==> config.mk <==
export PLATFORM = sky130hd
export DESIGN_NAME = tdc_capture
export DESIGN_NICKNAME = d
export VERILOG_FILES = /design/src/rtl/tdc_pkg.sv /design/src/rtl/tdc_popcount.sv /design/src/rtl/tdc_capture.sv
export SDC_FILE = /design/constraint.sdc
export NUM_CORES = 1
export LEC_CHECK = 0
export BUFFER_PORTS_ARGS = -buffer_cell sky130_fd_sc_hd__buf_4
export CORE_ASPECT_RATIO = 1.4
export CORE_MARGIN = 10
export CORE_UTILIZATION = 40
export DETAILED_ROUTE_END_ITERATION = 8
export GPL_ROUTABILITY_DRIVEN = 0
export SETUP_SLACK_MARGIN = 0.1
export SLEW_MARGIN = 20
export SYNTH_ARGS = -nofsm -noshare
export SYNTH_HDL_FRONTEND = slang
export SYNTH_SLANG_ARGS = --single-unit
==> constraint.sdc <==
create_clock -name clk -period 6.8 [get_ports clk]
set_input_delay 1.36 -clock clk [delete_from_list [all_inputs] [get_ports clk]]
set_output_delay 1.36 -clock clk [all_outputs]
set_load 0.005 [all_outputs]
==> src/rtl/tdc_pkg.sv <==
// tdc_pkg: shared TDC constants, fine-width helper and timestamp layout.
//   TDC_N        default CARRY4 block count (also used by the pulse generator)
//   TDC_TAP_W    taps in the sampled chain
//   TDC_FINE_W   width able to hold a tap count of 0..TDC_TAP_W
//   tdc_ts_t     packed {coarse, fine} timestamp at default widths
package tdc_pkg;
    localparam int TDC_N = 32;
    localparam int TDC_TAP_W = 4 * TDC_N;
    localparam int TDC_COARSE_W = 24;
    localparam int TDC_DROP_W = 8;

    function automatic int tdc_clog2(input int v);
        int r;
        for (r = 0; (1 << r) < v; r++) begin
        end
        return r;
    endfunction

    localparam int TDC_FINE_W = tdc_clog2(TDC_TAP_W + 1);

    typedef struct packed {
        logic [TDC_COARSE_W-1:0] coarse;
        logic [TDC_FINE_W-1:0]   fine;
    } tdc_ts_t;
endpackage

==> src/rtl/tdc_popcount.sv <==
// tdc_popcount: combinational count of ones across the sampled tap vector.
//   taps   in  TAP_W   sampled thermometer (bubbles allowed)
//   count  out FINE_W  number of set taps, 0..TAP_W
module tdc_popcount
    import tdc_pkg::*;
#(
    parameter int TAP_W  = TDC_TAP_W,
    parameter int FINE_W = tdc_clog2(TAP_W + 1)
) (
    input  logic [TAP_W-1:0]  taps,
    output logic [FINE_W-1:0] count
);
    always_comb begin
        count = '0;
        for (int i = 0; i < TAP_W; i++)
            count = count + FINE_W'(taps[i]);
    end
endmodule

==> src/rtl/tdc_capture.sv <==
// tdc_capture: samples the carry-chain taps, detects hits and emits timestamps.
//   clk, rst   sampling clock, synchronous active-high reset
//   taps       raw chain outputs (asynchronous), tap 0 nearest chain input
//   arm        enables hit detection
//   ts_valid/ts_ready/ts_fine/ts_coarse  single-entry timestamp output port
//   ts_drop    one-cycle pulse when a hit is lost to a full, stalled output
//   drop_cnt   saturating count of lost hits
module tdc_capture
    import tdc_pkg::*;
#(
    parameter int N        = TDC_N,
    parameter int COARSE_W = TDC_COARSE_W,
    parameter int DROP_W   = TDC_DROP_W
) (
    input  logic                              clk,
    input  logic                              rst,
    input  logic [4*N-1:0]                    taps,
    input  logic                              arm,
    output logic                              ts_valid,
    input  logic                              ts_ready,
    output logic [tdc_clog2(4*N+1)-1:0]       ts_fine,
    output logic [COARSE_W-1:0]               ts_coarse,
    output logic                              ts_drop,
    output logic [DROP_W-1:0]                 drop_cnt
);
    localparam int TAP_W  = 4 * N;
    localparam int FINE_W = tdc_clog2(TAP_W + 1);

    // s0 is the metastability stage; only s1 is ever decoded.
    logic [TAP_W-1:0]    s0, s1;
    logic [COARSE_W-1:0] cnt, c0, c1;
    logic                tap0_prev;
    logic [FINE_W-1:0]   fine;
    logic                hit, load, drop;

    tdc_popcount #(.TAP_W(TAP_W), .FINE_W(FINE_W)) u_pop (
        .taps  (s1),
        .count (fine)
    );

    // c1 tracks s1 so the coarse stamp matches the edge that captured the taps.
    assign hit  = arm && s1[0] && !tap0_prev;
    assign load = hit && (!ts_valid || ts_ready);
    assign drop = hit && ts_valid && !ts_ready;

    always_ff @(posedge clk) begin
        if (rst) begin
            s0        <= '0;
            s1        <= '0;
            tap0_prev <= 1'b0;
            cnt       <= '0;
            c0        <= '0;
            c1        <= '0;
            ts_valid  <= 1'b0;
            ts_fine   <= '0;
            ts_coarse <= '0;
            ts_drop   <= 1'b0;
            drop_cnt  <= '0;
        end else begin
            s0        <= taps;
            s1        <= s0;
            tap0_prev <= s1[0];
            cnt       <= cnt + COARSE_W'(1);
            c0        <= cnt;
            c1        <= c0;
            ts_drop   <= drop;
            if (load) begin
                ts_valid  <= 1'b1;
                ts_fine   <= fine;
                ts_coarse <= c1;
            end else if (ts_ready) begin
                ts_valid <= 1'b0;
            end
            if (drop && drop_cnt != '1)
                drop_cnt <= drop_cnt + DROP_W'(1);
        end
    end
endmodule

; Yosys cells after proc, flatten, opt, wreduce, memory -nomap -nowiden
; Index checks and enable logic that the tools add are counted.
[word_totals]
reg_bits = 371
latchBits = 0
mem_bits_rw = 0
mem_bits_ro = 0
in_bits = 132
output_inout_bits = 42
word_cells = 154
mem_count = 0
[classes]
add_sub_neg = 129
multipliers = 0
div = 0
order_cmp = 0
eq_ne = 1
shifts = 0
muxes = 2
bitwise_logic = 0
n_reduce_logical = 11
[ops]
columns = operator, count
row1 = adder 8 x 1 -> 8 bit, 126
row2 = "adder 24 x 1 -> 24 bit, second input constant", 1
row3 = "adder 8 x 1 -> 8 bit, second input constant", 1
row4 = "inequality test 8 bit, second input constant", 1
row5 = logical AND 1 bit, 6
row6 = logical NOT 1 bit, 3
row7 = adder 1 x 1 -> 2 bit, 1
row8 = two-way mux 1 bit, 2
row9 = nonzero test 2 bit, 1
row10 = logical OR 1 bit, 1

; Depth between registers and ports, before layout
; Gate-level depths: netlist of run 1.
[depth]
depth_word = 127
depth_mapped = 23
depth_no_buf = 23

; Modules after synthesis
; A second synthesis of run 1 with hierarchy kept.
[unflattened]
hier_cells = 1292
area_unflattened_um2 = 14159.8
[modules_own_cells]
columns = module, n_inst, cells_each, area_each_um2, seq_area_each_um2
row1 = tdc_capture, 1, 960, 10764.1, 7427.1
row2 = tdc_popcount, 1, 332, 3395.8, 0.0

; Worst setup path after synthesis of run 1
; Ideal clock, no wire load.
[synth_path]
kind = reg-to-reg
startpoint = register s1[0]
endpoint = register ts_fine[6]
setup_time_ns = 0.106
t_arrival_ns = 6.794
t_required_ns = 6.694
setup_slack_ns = -0.100
stages_incl_launch_ff = 19
n_path_buf = 0
synth_period_minus_slack_ns = 6.900
path_cell_list = dfxtp_1 -> ha_1 -> inv_1 -> fa_1 -> fa_1 -> fa_1 -> fa_1 -> fa_1 -> fa_1 -> fa_1 -> fa_1 -> fa_1 -> fa_1 -> fa_1 -> inv_1 -> fa_1 -> a21o_1 -> a221o_1 -> o311ai_0
[synth_via]
elab_chain_cells = 127
elab_cells_between_ends = 130
cone_classes = add/sub: 127 / reduce/logical: 3
[synth_rtl]
columns = element, line
row1 = start: declaration, tdc_capture.sv:30  ; logic [TAP_W-1:0] s0, s1;
row2 = start signal: assignment, tdc_capture.sv:49  ; s1 <= '0;
row3 = start signal: assignment, tdc_capture.sv:61  ; s1 <= s0;
row4 = adder 1 x 1 -> 2 bit, tdc_popcount.sv:16  ; count = count + FINE_W'(taps[i]);
row5 = adder 8 x 1 -> 8 bit (126 in a row), tdc_popcount.sv:16
row6 = end signal: assignment, tdc_capture.sv:69  ; ts_fine <= fine;
row7 = end: declaration, tdc_capture.sv:21  ; output logic [tdc_clog2(4*N+1)-1:0] ts_fine,
; Several ways; a longest one is shown, not always the timed one.
; A chain may end at the register's enable or synchronous reset.

; Worst setup path in the final report of run 1
; Same ends and word-level chain as after synthesis.

==> flow_metrics.tcl, run 1 <==
set metrics [dict create \
    root_driver "sky130_fd_sc_hd__clkbuf_16" \
    design.die.area_mm2 0.0436 \
    worst-endpoint-arrival_ps 7420 \
    path_class "register to register" \
    cts_buffer_depth 3 \
    die-height_um 243 \
    critical_path.most_common_cell "sky130_fd_sc_hd__fa_1" \
    htree_depth 2 \
    postSynthRegisterBits 371 \
    ys.flop_type "sky130_fd_sc_hd__dfxtp_1" \
    postRouteWirelength_mm 29.0 \
    number_of_global_route_vias_before_repair 9178 \
    num_antenna_cells 0 \
    path_cells "ha_1 > inv_2 > fa_1 > fa_1 > fa_1 > fa_1 > fa_1 > fa_1 > fa_1 > fa_1 > fa_1 > fa_1 > fa_2 > inv_2 > fa_2 > a21o_1 > a221o_1 > o311ai_1" \
    antenna_found_initial 0 \
    power_spent_charging_and_discharging_nets_mw 3.19 \
    reg_to_reg_slack_setup_ps -190 \
    placed_cell_area_mm2 0.0160 \
    run_status "finished, violations left" \
    rsz0062_at_grt "true" \
    report.final.slew_viol_count 0 \
    synth-edff-count 0 \
    power_frac_seq 0.252 \
    cts_tree "yes" \
    final_cell_count_no_fill 1930 \
    power.clock.fraction 0.237 \
    count_of_buffers_from_port_buffering 173 \
    critical_path.slowest_cell "sky130_fd_sc_hd__fa_1" \
    failed_checks "setup timing" \
    grt_pass1_wl_mm 46.8 \
    hold_buffers 0 \
    period_share 1.03 \
    worstPathMaxFanout 2 \
    floorplan.rows 81 \
    initial_core_util 0.405 \
    hold_class "register to register" \
    dp_worst_setup_slack_ps -249 \
    gr_overflow_total 0 \
    die_width_um 179 \
    maxCapViolCount 0 \
    finalClockSkew_ps 16.7 \
    hpwl_mm 21.4 \
    vdd_drop_max_uv 1240 \
    synth_cell_types 48 \
    cts.reportedPaths.clkPinSlew_ps 60 \
    detail_route.wl_per_cell_um 15.0 \
    worst_slew_pin_slew_ps 1040 \
    synth_warnings 0 \
    drc_errors 0 \
    final_nets 1722 \
    relSlewSlack 0.310 \
    detailroute.via_count 8409 \
    commonest_non_fill_non_tap_cell_in_the_layout "sky130_fd_sc_hd__dfxtp_1" \
    finalInstanceArea_mm2 0.0174 \
    avgViaCountPerCell 4.36 \
    timing.critical_path.slowest_cell_delay_ps 560 \
    initialDrtViolationCount 252 \
    grt_max_degree 201 \
    post_synthesis_instance_area_mm2 0.0142 \
    intPower_mw 5.86 \
    ant_nets 0 \
    grt_util_all_layers 0.136 \
    drt_pass1_iterations 4 \
    finalHoldViolCount 0 \
    fp.coreArea_mm2 0.0351 \
    clk_latency_ps 530 \
    synth.avg_cell_area_um2 11.1 \
    synth_fp_nets 1551 \
    setup.worst_path.end_class "register" \
    clock_sink_count 371 \
    comb_power_share 0.511 \
    synth-seq-area-share 0.523 \
    io_pins 174 \
    fin_ws_ps -188 \
    synth_async_sr_flop_share 0 \
    syn-instance-count 1276 \
    p_per_area_mw_per_mm2 521 \
    leakagePower_nw 7.61 \
    final.min_clock_period_ps 6990 \
    switching_share 0.352 \
    cp_data_required_time_ps 7230 \
    cts_made_buffers 37 \
    holdWs_ps 431 \
    critical_path.startpoint_type "register" \
    post-place-cells 1863 \
    maxClockFrequency_ghz 0.143 \
    layout_cells_sized_above_1 0.183 \
    number_of_endpoints_failing_setup_at_the_final_stage 2 \
    layout.cells.most_common_list "sky130_fd_sc_hd__dfxtp_1 (370), sky130_fd_sc_hd__nor2b_1 (305), sky130_fd_sc_hd__buf_4 (177)" \
    syn2layout_area_growth_pct 22.2 \
]
## final timing paths
kind / startpoint / endpoint / depth (start not counted)
setup / recovery: s1[0] / ts_fine[6] / 18
setup reg to reg: s1[0] / ts_fine[6] / 18
hold reg to reg: s0[98] / s1[98] / 1
hold / removal: s0[98] / s1[98] / 1
## cell type report
class / count / area, um2
repair buffers: 180 / 1380
flip-flops and latches: 371 / 7430
multi-input cells: 686 / 6050
inverters: 171 / 642
clock buffers: 54 / 1130
fillers: 3219 / 17700
clock inverters: 12 / 175
well taps: 456 / 571
## sequential cells by signal (all words and copies together), names as in the netlist
signal	cells
cnt	24
c0	24
s0	128
s1	128
c1	24
tap0_prev	1
ts_drop	1
drop_cnt	8
ts_valid	1
ts_coarse	24
ts_fine	8
## worst max-delay path, delay by kind of cell, from the launching register on
kind | cells | cell delay (ps)
AOI/OAI and AO/OA | 3 | 780
adders and majority gates | 13 | 5720
buffers and inverters | 2 | 80
DFF | 1 | 320
## cell families (layout without fill, tap and decap cells)
kind of cell    Yosys count  in the layout  share of synthesized area
simple gates            460            460                      0.189
flops                   371            371                      0.523
buf+inv                 219            417                     0.0583
fa+ha+maj               143            143                      0.187
compound gates           56             56                     0.0250
xor+xnor                 16             16                    0.00986
mux                      11             11                    0.00854
## power by group through the flow
stage	sequential [mW]	combinational, mW	clock (mW)
6_report	2.28	4.63	2.15
5_1_grt	2.29	5.18	2.30
4_1_cts	2.28	3.76	2.21
3_5_place_dp	2.33	3.54	0
3_3_place_gp	2.33	3.57	0
2_1_floorplan	2.32	2.42	0
## repair_timing
action,in CTS,in global routing
setup buffers,0,1
resized for setup,5,19
pin swaps,7,8
setup endpoints to repair,7,7
## synthesized netlist by cell type (3+ instances only)
library cell | instances | area (um2)
sky130_fd_sc_hd__clkbuf_1 | 39 | 146
sky130_fd_sc_hd__nor4_1 | 7 | 43.8
sky130_fd_sc_hd__and3_1 | 5 | 31.3
sky130_fd_sc_hd__nand2b_1 | 5 | 31.3
sky130_fd_sc_hd__ha_1 | 28 | 350
sky130_fd_sc_hd__nand4_1 | 5 | 31.3
sky130_fd_sc_hd__nand3_1 | 14 | 70.1
sky130_fd_sc_hd__nor2b_1 | 305 | 1910
sky130_fd_sc_hd__nor2_1 | 39 | 146
sky130_fd_sc_hd__dfxtp_1 | 371 | 7430
sky130_fd_sc_hd__and4_1 | 3 | 26.3
sky130_fd_sc_hd__xnor2_1 | 10 | 87.6
sky130_fd_sc_hd__buf_1 | 4 | 15.0
sky130_fd_sc_hd__mux2_1 | 8 | 90.1
sky130_fd_sc_hd__a21oi_1 | 32 | 160
sky130_fd_sc_hd__buf_2 | 5 | 25.0
sky130_fd_sc_hd__nand2_1 | 58 | 218
sky130_fd_sc_hd__nor3_1 | 6 | 30.0
sky130_fd_sc_hd__xor2_1 | 6 | 52.6
sky130_fd_sc_hd__inv_1 | 171 | 642
sky130_fd_sc_hd__fa_1 | 115 | 2300
sky130_fd_sc_hd__o21ai_0 | 3 | 15.0
sky130_fd_sc_hd__nand3b_1 | 3 | 22.5
## layer usage
metal	GRT usage	routed length, um	vias up
met1	0.148	11100	4025
met2	0.247	15600	147
met3	0.0382	1760	48
li1	-	-	4189
met5	0	0	-
met4	0.0375	580	0
## through the flow
stage	setup TNS (ps)	util	power (mW)
after floorplan	0	-	4.74
after global placement	-312	0.455	5.89
after detailed placement	-525	0.455	5.87
after CTS	-465	0.493	8.26
after global routing	-1080	0.495	9.76
final	-365	0.495	9.05
Power figures use the tool's default switching activity.
==> inputs of run 2 (changes only) <==
CORE_MARGIN = 4   (was 10)
CORE_UTILIZATION = 35   (was 40)
==> run 2 against run 1 <==
  * The run still ends with setup timing left
  * First-iteration DRC count decreased by 9.1%
  * Die area up 0.83%
  * Cell count rose by 4.2%
  * Largest cell class unchanged
==> flow_metrics.tcl, run 2 (synthesis gave the netlist of run 1 again) <==
set metrics [dict create \
    initialDrtViolationCount 229 \
    run_status "finished, violations left" \
    critical_path.startpoint_type "register" \
    failed_checks "setup timing" \
    path_cells "inv_2 > fa_1 > inv_2 > fa_1 > inv_1 > fa_1 > fa_1 > inv_2 > fa_1 > inv_2 > fa_1 > fa_1 > fa_1 > fa_1 > fa_1 > fa_2 > inv_2 > fa_2 > a21o_1 > a221o_1 > o311ai_1" \
    leakagePower_nw 7.62 \
    avgViaCountPerCell 4.19 \
    maxCapViolCount 0 \
    cts_made_buffers 37 \
    placed_cell_area_mm2 0.0161 \
    gr_overflow_total 0 \
    holdWs_ps 431 \
    grt_util_all_layers 0.133 \
    die-height_um 246 \
    grt_pass1_wl_mm 46.1 \
    ant_nets 0 \
    number_of_endpoints_failing_setup_at_the_final_stage 3 \
    htree_depth 2 \
    syn2layout_area_growth_pct 23.0 \
    p_per_area_mw_per_mm2 507 \
    drt_pass1_iterations 4 \
    final_cell_count_no_fill 2011 \
    fp.coreArea_mm2 0.0402 \
    worst_slew_pin_slew_ps 984 \
    grt_max_degree 162 \
    number_of_global_route_vias_before_repair 9056 \
    final_nets 1724 \
    count_of_buffers_from_port_buffering 173 \
    commonest_non_fill_non_tap_cell_in_the_layout "sky130_fd_sc_hd__dfxtp_1" \
    seq_area_mm2 0.00743 \
    design.die.area_mm2 0.0439 \
    root_driver "sky130_fd_sc_hd__clkbuf_16" \
    clk_latency_ps 520 \
    top_flop_regs "s0: 128 flops, s1: 128 flops" \
    period_share 1.04 \
    detailroute.via_count 8427 \
    antenna_found_initial 1 \
    detail_route.wl_per_cell_um 14.2 \
    critical_path.most_common_cell "sky130_fd_sc_hd__fa_1" \
    finalInstanceArea_mm2 0.0175 \
    postRouteWirelength_mm 28.5 \
    worst-endpoint-arrival_ps 7480 \
    cts_buffer_depth 3 \
    finalClockSkew_ps 18.2 \
    area_occupied_by_multi_input_gates_mm2 0.00604 \
    maxClockFrequency_ghz 0.142 \
    die_width_um 178 \
    worstPathMaxFanout 2 \
    final.min_clock_period_ps 7050 \
    timing.critical_path.slowest_cell_delay_ps 550 \
    setup.worst_path.end_class "register" \
    utilization 0.435 \
    num_antenna_cells 0 \
    report.final.slew_viol_count 0 \
    hpwl_mm 20.8 \
    layout_cells_sized_above_1 0.186 \
    fin_ws_ps -255 \
    relSlewSlack 0.344 \
    cp_data_required_time_ps 7220 \
    initial_core_util 0.354 \
    n_fill_cell 3793 \
    layout.cells.most_common_list "sky130_fd_sc_hd__dfxtp_1 (369), sky130_fd_sc_hd__nor2b_1 (305), sky130_fd_sc_hd__buf_4 (180)" \
    setup_total_negative_slack_ps -502 \
    path_class "register to register" \
    critical_path.slowest_cell "sky130_fd_sc_hd__fa_1" \
    io_pins 174 \
    floorplan.rows 87 \
    hold_class "register to register" \
    clock_sink_count 371 \
    cts.reportedPaths.clkPinSlew_ps 60 \
    finalHoldViolCount 0 \
    rsz0062_at_grt "true" \
    vdd_drop_max_uv 1510 \
    post-place-cells 1943 \
    drc_errors 0 \
    cts_tree "yes" \
]
run 2: changes by cell type in the layout (fill, tap and decap cells not counted), sizes merged:
cell	delta
bufinv	+1
clkbuf	-3
clkinvlp	-2
clkinv	+5
buf	+2
run 2: routing by layer:
layer,part of all wire,up-vias,track usage
li1,-,4198,-
met1,0.38,4024,0.149
met2,0.52,152,0.238
met3,0.068,51,0.0413
met4,0.030,2,0.0461
met5,0.00046,-,0
run 2: layout make-up:
class | count | area share
Multi-Input combinational cell | 686 | 0.346
Clock inverter | 16 | 0.0125
Inverter | 171 | 0.0367
Timing Repair Buffer | 182 | 0.0793
Sequential cell | 371 | 0.425
Tap cell | 534 | 0.0382
Clock buffer | 51 | 0.0624
run 2: what timing repair did:
| item | in CTS | in global routing |
|---|---|---|
| hold buffers | 0 | 0 |
| endpoints found under the setup margin | 7 | 7 |
| gates resized for setup | 14 | 9 |
| buffers inserted | 1 | 0 |
| pin swaps | 7 | 9 |
run 2: critical path: cells and delay by family, from the launching register on:
family	cells	cell delay [ps]
AOI/OAI and AO/OA	3	790
adders and majority gates	12	5560
buffers and inverters	6	260
DFF	1	320
run 2: final timing paths:
kind / slack [ps] / to / depth (start not counted) / startpoint
worst min register to register: 430 / s1[107] / 1 / s0[107]
worst max register to register: -250 / ts_fine[6] / 21 / s1[48]
worst min-delay path: 430 / s1[107] / 1 / s0[107]
worst max-delay path: -250 / ts_fine[6] / 21 / s1[48]
run 2: report_power, final:
group / internal [mW] / leakage, nW / switching [mW] / total, mW
registers: 2.25 / 3.05 / 0.0259 / 2.28
clock network: 1.32 / 0.648 / 0.827 / 2.14
logic: 2.11 / 3.93 / 2.33 / 4.44
total: 5.68 / 7.62 / 3.18 / 8.86
run 2: through the flow:
| step | power [mW] | setup WS [ps] |
|---|---|---|
| floorplan | 4.74 | 96.9 |
| global placement | 5.86 | -185 |
| detailed placement | 5.92 | -231 |
| CTS | 8.58 | -242 |
| global route | 9.48 | -435 |
| finish | 8.86 | -255 |
==> inputs of run 3 (changes only) <==
clock period = 6.95 ns   (was 6.8 ns; I/O delays follow)
==> run 3 against run 2 <==
  * The run still ends with setup timing left
  * Core utilization fell by 0.45 points
  * Register-to-register slack better by 170 ps
  * Routed wire length rose by 0.25%
  * Clock power shrank 7%
  * Count of clock-buffer cells in the layout increased by 3
  * Largest power group unchanged
  * Worst setup slack better by 170 ps
  * Cell area shrank 1.0%
  * Largest cell class unchanged
==> flow_metrics.tcl, run 3 (synthesis gave the netlist of run 1 again) <==
set metrics [dict create \
    top_flop_regs "s0: 128 flops, s1: 128 flops" \
    setup_total_negative_slack_ps -150 \
    critical_path.reg2reg.endpoint "ts_fine[4]" \
    timing.hold.worst.start "s0[122]" \
    power_frac_seq 0.286 \
    post-place-cells 1938 \
    postRouteWirelength_mm 28.6 \
    cts.reportedPaths.clkPinSlew_ps 60 \
    drt_pass1_iterations 4 \
    relSlewSlack 0.373 \
    setup.worst_path.end_class "register" \
    htree_depth 2 \
    cp_data_required_time_ps 7370 \
    antenna_found_initial 1 \
    total_power_mw 7.81 \
    cts_buffer_depth 3 \
    grt_max_degree 215 \
    worst-endpoint-arrival_ps 7460 \
    maxCapViolCount 0 \
    initial_core_util 0.354 \
    path_class "register to register" \
    finalHoldViolCount 0 \
    io_pins 174 \
    grt_pass1_wl_mm 46.2 \
    power_spent_charging_and_discharging_nets_mw 2.84 \
    worst_hold_path.endpoint "s1[122]" \
    worstPathMaxFanout 2 \
    floorplan.rows 87 \
    num_antenna_cells 0 \
    cts_tree "yes" \
    report.final.slew_viol_count 0 \
    leakagePower_nw 7.53 \
    hold_class "register to register" \
    worst_slew_pin_slew_ps 940 \
    ant_nets 0 \
    p_per_area_mw_per_mm2 452 \
    final.min_clock_period_ps 7040 \
    critical_path.slowest_cell "sky130_fd_sc_hd__fa_1" \
    detailroute.via_count 8381 \
    detail_route.wl_per_cell_um 14.3 \
    critical_path.most_common_cell "sky130_fd_sc_hd__fa_1" \
    cts_made_buffers 38 \
    number_of_global_route_vias_before_repair 9266 \
    clock_sink_count 371 \
    r2r.worst_path.cells 22 \
    timing.critical_path.slowest_cell_delay_ps 570 \
    commonest_non_fill_non_tap_cell_in_the_layout "sky130_fd_sc_hd__dfxtp_1" \
    critical_path.startpoint_type "register" \
    count_of_buffers_from_port_buffering 173 \
    fp.coreArea_mm2 0.0402 \
    finalInstanceArea_mm2 0.0173 \
    design.die.area_mm2 0.0439 \
    reg_to_reg_slack_setup_ps -90 \
    final_nets 1720 \
    rr_startpoint "s1[48]" \
    comb_power_share 0.459 \
    syn2layout_area_growth_pct 21.7 \
    maxClockFrequency_ghz 0.142 \
    intPower_mw 4.97 \
    fin_ws_ps -86.3 \
    root_driver "sky130_fd_sc_hd__clkbuf_16" \
    failed_checks "setup timing" \
    hpwl_mm 20.8 \
    layout_cells_sized_above_1 0.171 \
    die-height_um 246 \
    grt_util_all_layers 0.134 \
    drc_errors 0 \
    layout.cells.most_common_list "sky130_fd_sc_hd__dfxtp_1 (370), sky130_fd_sc_hd__nor2b_1 (305), sky130_fd_sc_hd__buf_4 (175)" \
    die_width_um 178 \
    finalClockSkew_ps 30.2 \
    path_cells "inv_2 > fa_1 > inv_2 > fa_1 > inv_1 > fa_1 > fa_1 > inv_2 > fa_1 > inv_2 > fa_1 > fa_1 > fa_1 > fa_1 > fa_1 > fa_2 > inv_2 > fa_2 > a21o_1 > a21oi_2 > nor4_2 > a311o_1" \
    vdd_drop_max_uv 744 \
    number_of_endpoints_failing_setup_at_the_final_stage 2 \
    rsz0062_at_grt "true" \
    power.clock.fraction 0.255 \
    timing.hold.worst_path_depth 1 \
    initialDrtViolationCount 265 \
    final_cell_count_no_fill 2000 \
    utilization 0.431 \
    clk_latency_ps 530 \
    hold_buffers 0 \
    placed_cell_area_mm2 0.0160 \
    run_status "finished, violations left" \
    n_fill_cell 3829 \
    avgViaCountPerCell 4.19 \
    gr_overflow_total 0 \
    period_share 1.01 \
    switching_share 0.363 \
]
-- run 3: layout make-up --
| type | count | area, um2 | area share |
|---|---|---|---|
| tap | 534 | 668 | 0.0386 |
| timing repair buffer | 177 | 1350 | 0.0780 |
| inverter | 171 | 642 | 0.0371 |
| multi-input combinational | 686 | 6000 | 0.347 |
| clock buffer | 54 | 1090 | 0.0631 |
| sequential | 371 | 7430 | 0.429 |
| clock inverter | 7 | 123 | 0.00709 |
-- run 3: how the worst max path moves through the flow --
| stage | start | to | slack, ps | cells past startpoint |
|---|---|---|---|---|
| after global placement | s1[48] | ts_fine[6] | -100 | 21 |
| after floorplan | s1[0] | ts_fine[6] | 130 | 18 |
| after global routing | s1[48] | ts_fine[4] | -290 | 22 |
| after CTS | s1[48] | ts_fine[4] | -120 | 22 |
| after detailed placement | s1[0] | ts_fine[6] | -280 | 18 |
| final | s1[48] | ts_fine[4] | -90 | 22 |
-- run 3: per-layer routing --
layer,vias up,GRT usage,wire length [um],part of all wire
met1,4002,0.145,11000,0.38
met3,53,0.0424,1940,0.068
li1,4177,-,-,-
met4,2,0.0461,765,0.027
met5,-,0,10,0.00035
met2,147,0.244,14900,0.52
-- run 3: repair_timing --
| action | in CTS | in global routing |
|---|---|---|
| pin swaps | 5 | 6 |
| buffers inserted | 0 | 1 |
| resized for setup | 9 | 8 |
| endpoints found under the setup margin | 5 | 7 |
| gates cloned | 0 | 0 |
-- run 3: power by group through the flow --
| stage | Sequential [mW] | Combinational [mW] | Clock, mW |
|---|---|---|---|
| 6_report | 2.23 | 3.59 | 1.99 |
| 5_1_grt | 2.24 | 4.09 | 2.14 |
| 4_1_cts | 2.23 | 3.47 | 2.07 |
| 3_5_place_dp | 2.28 | 3.28 | 0 |
| 3_3_place_gp | 2.28 | 3.21 | 0 |
| 2_1_floorplan | 2.27 | 2.35 | 0 |
-- run 3: through the flow --
step | hold WS (ps) | setup WS [ps]
after global placement | 422 | -96.6
after floorplan | 414 | 130
after global routing | 438 | -287
after CTS | 421 | -117
after detailed placement | 422 | -281
final | 417 | -86.3
-- run 3: critical path, delay by kind of cell, from the launching register on --
kind            cells  cell delay, ps
fa+ha+maj          12            5590
compound gates      3             690
flops               1             320
buf+inv             6             260
simple gates        1              50
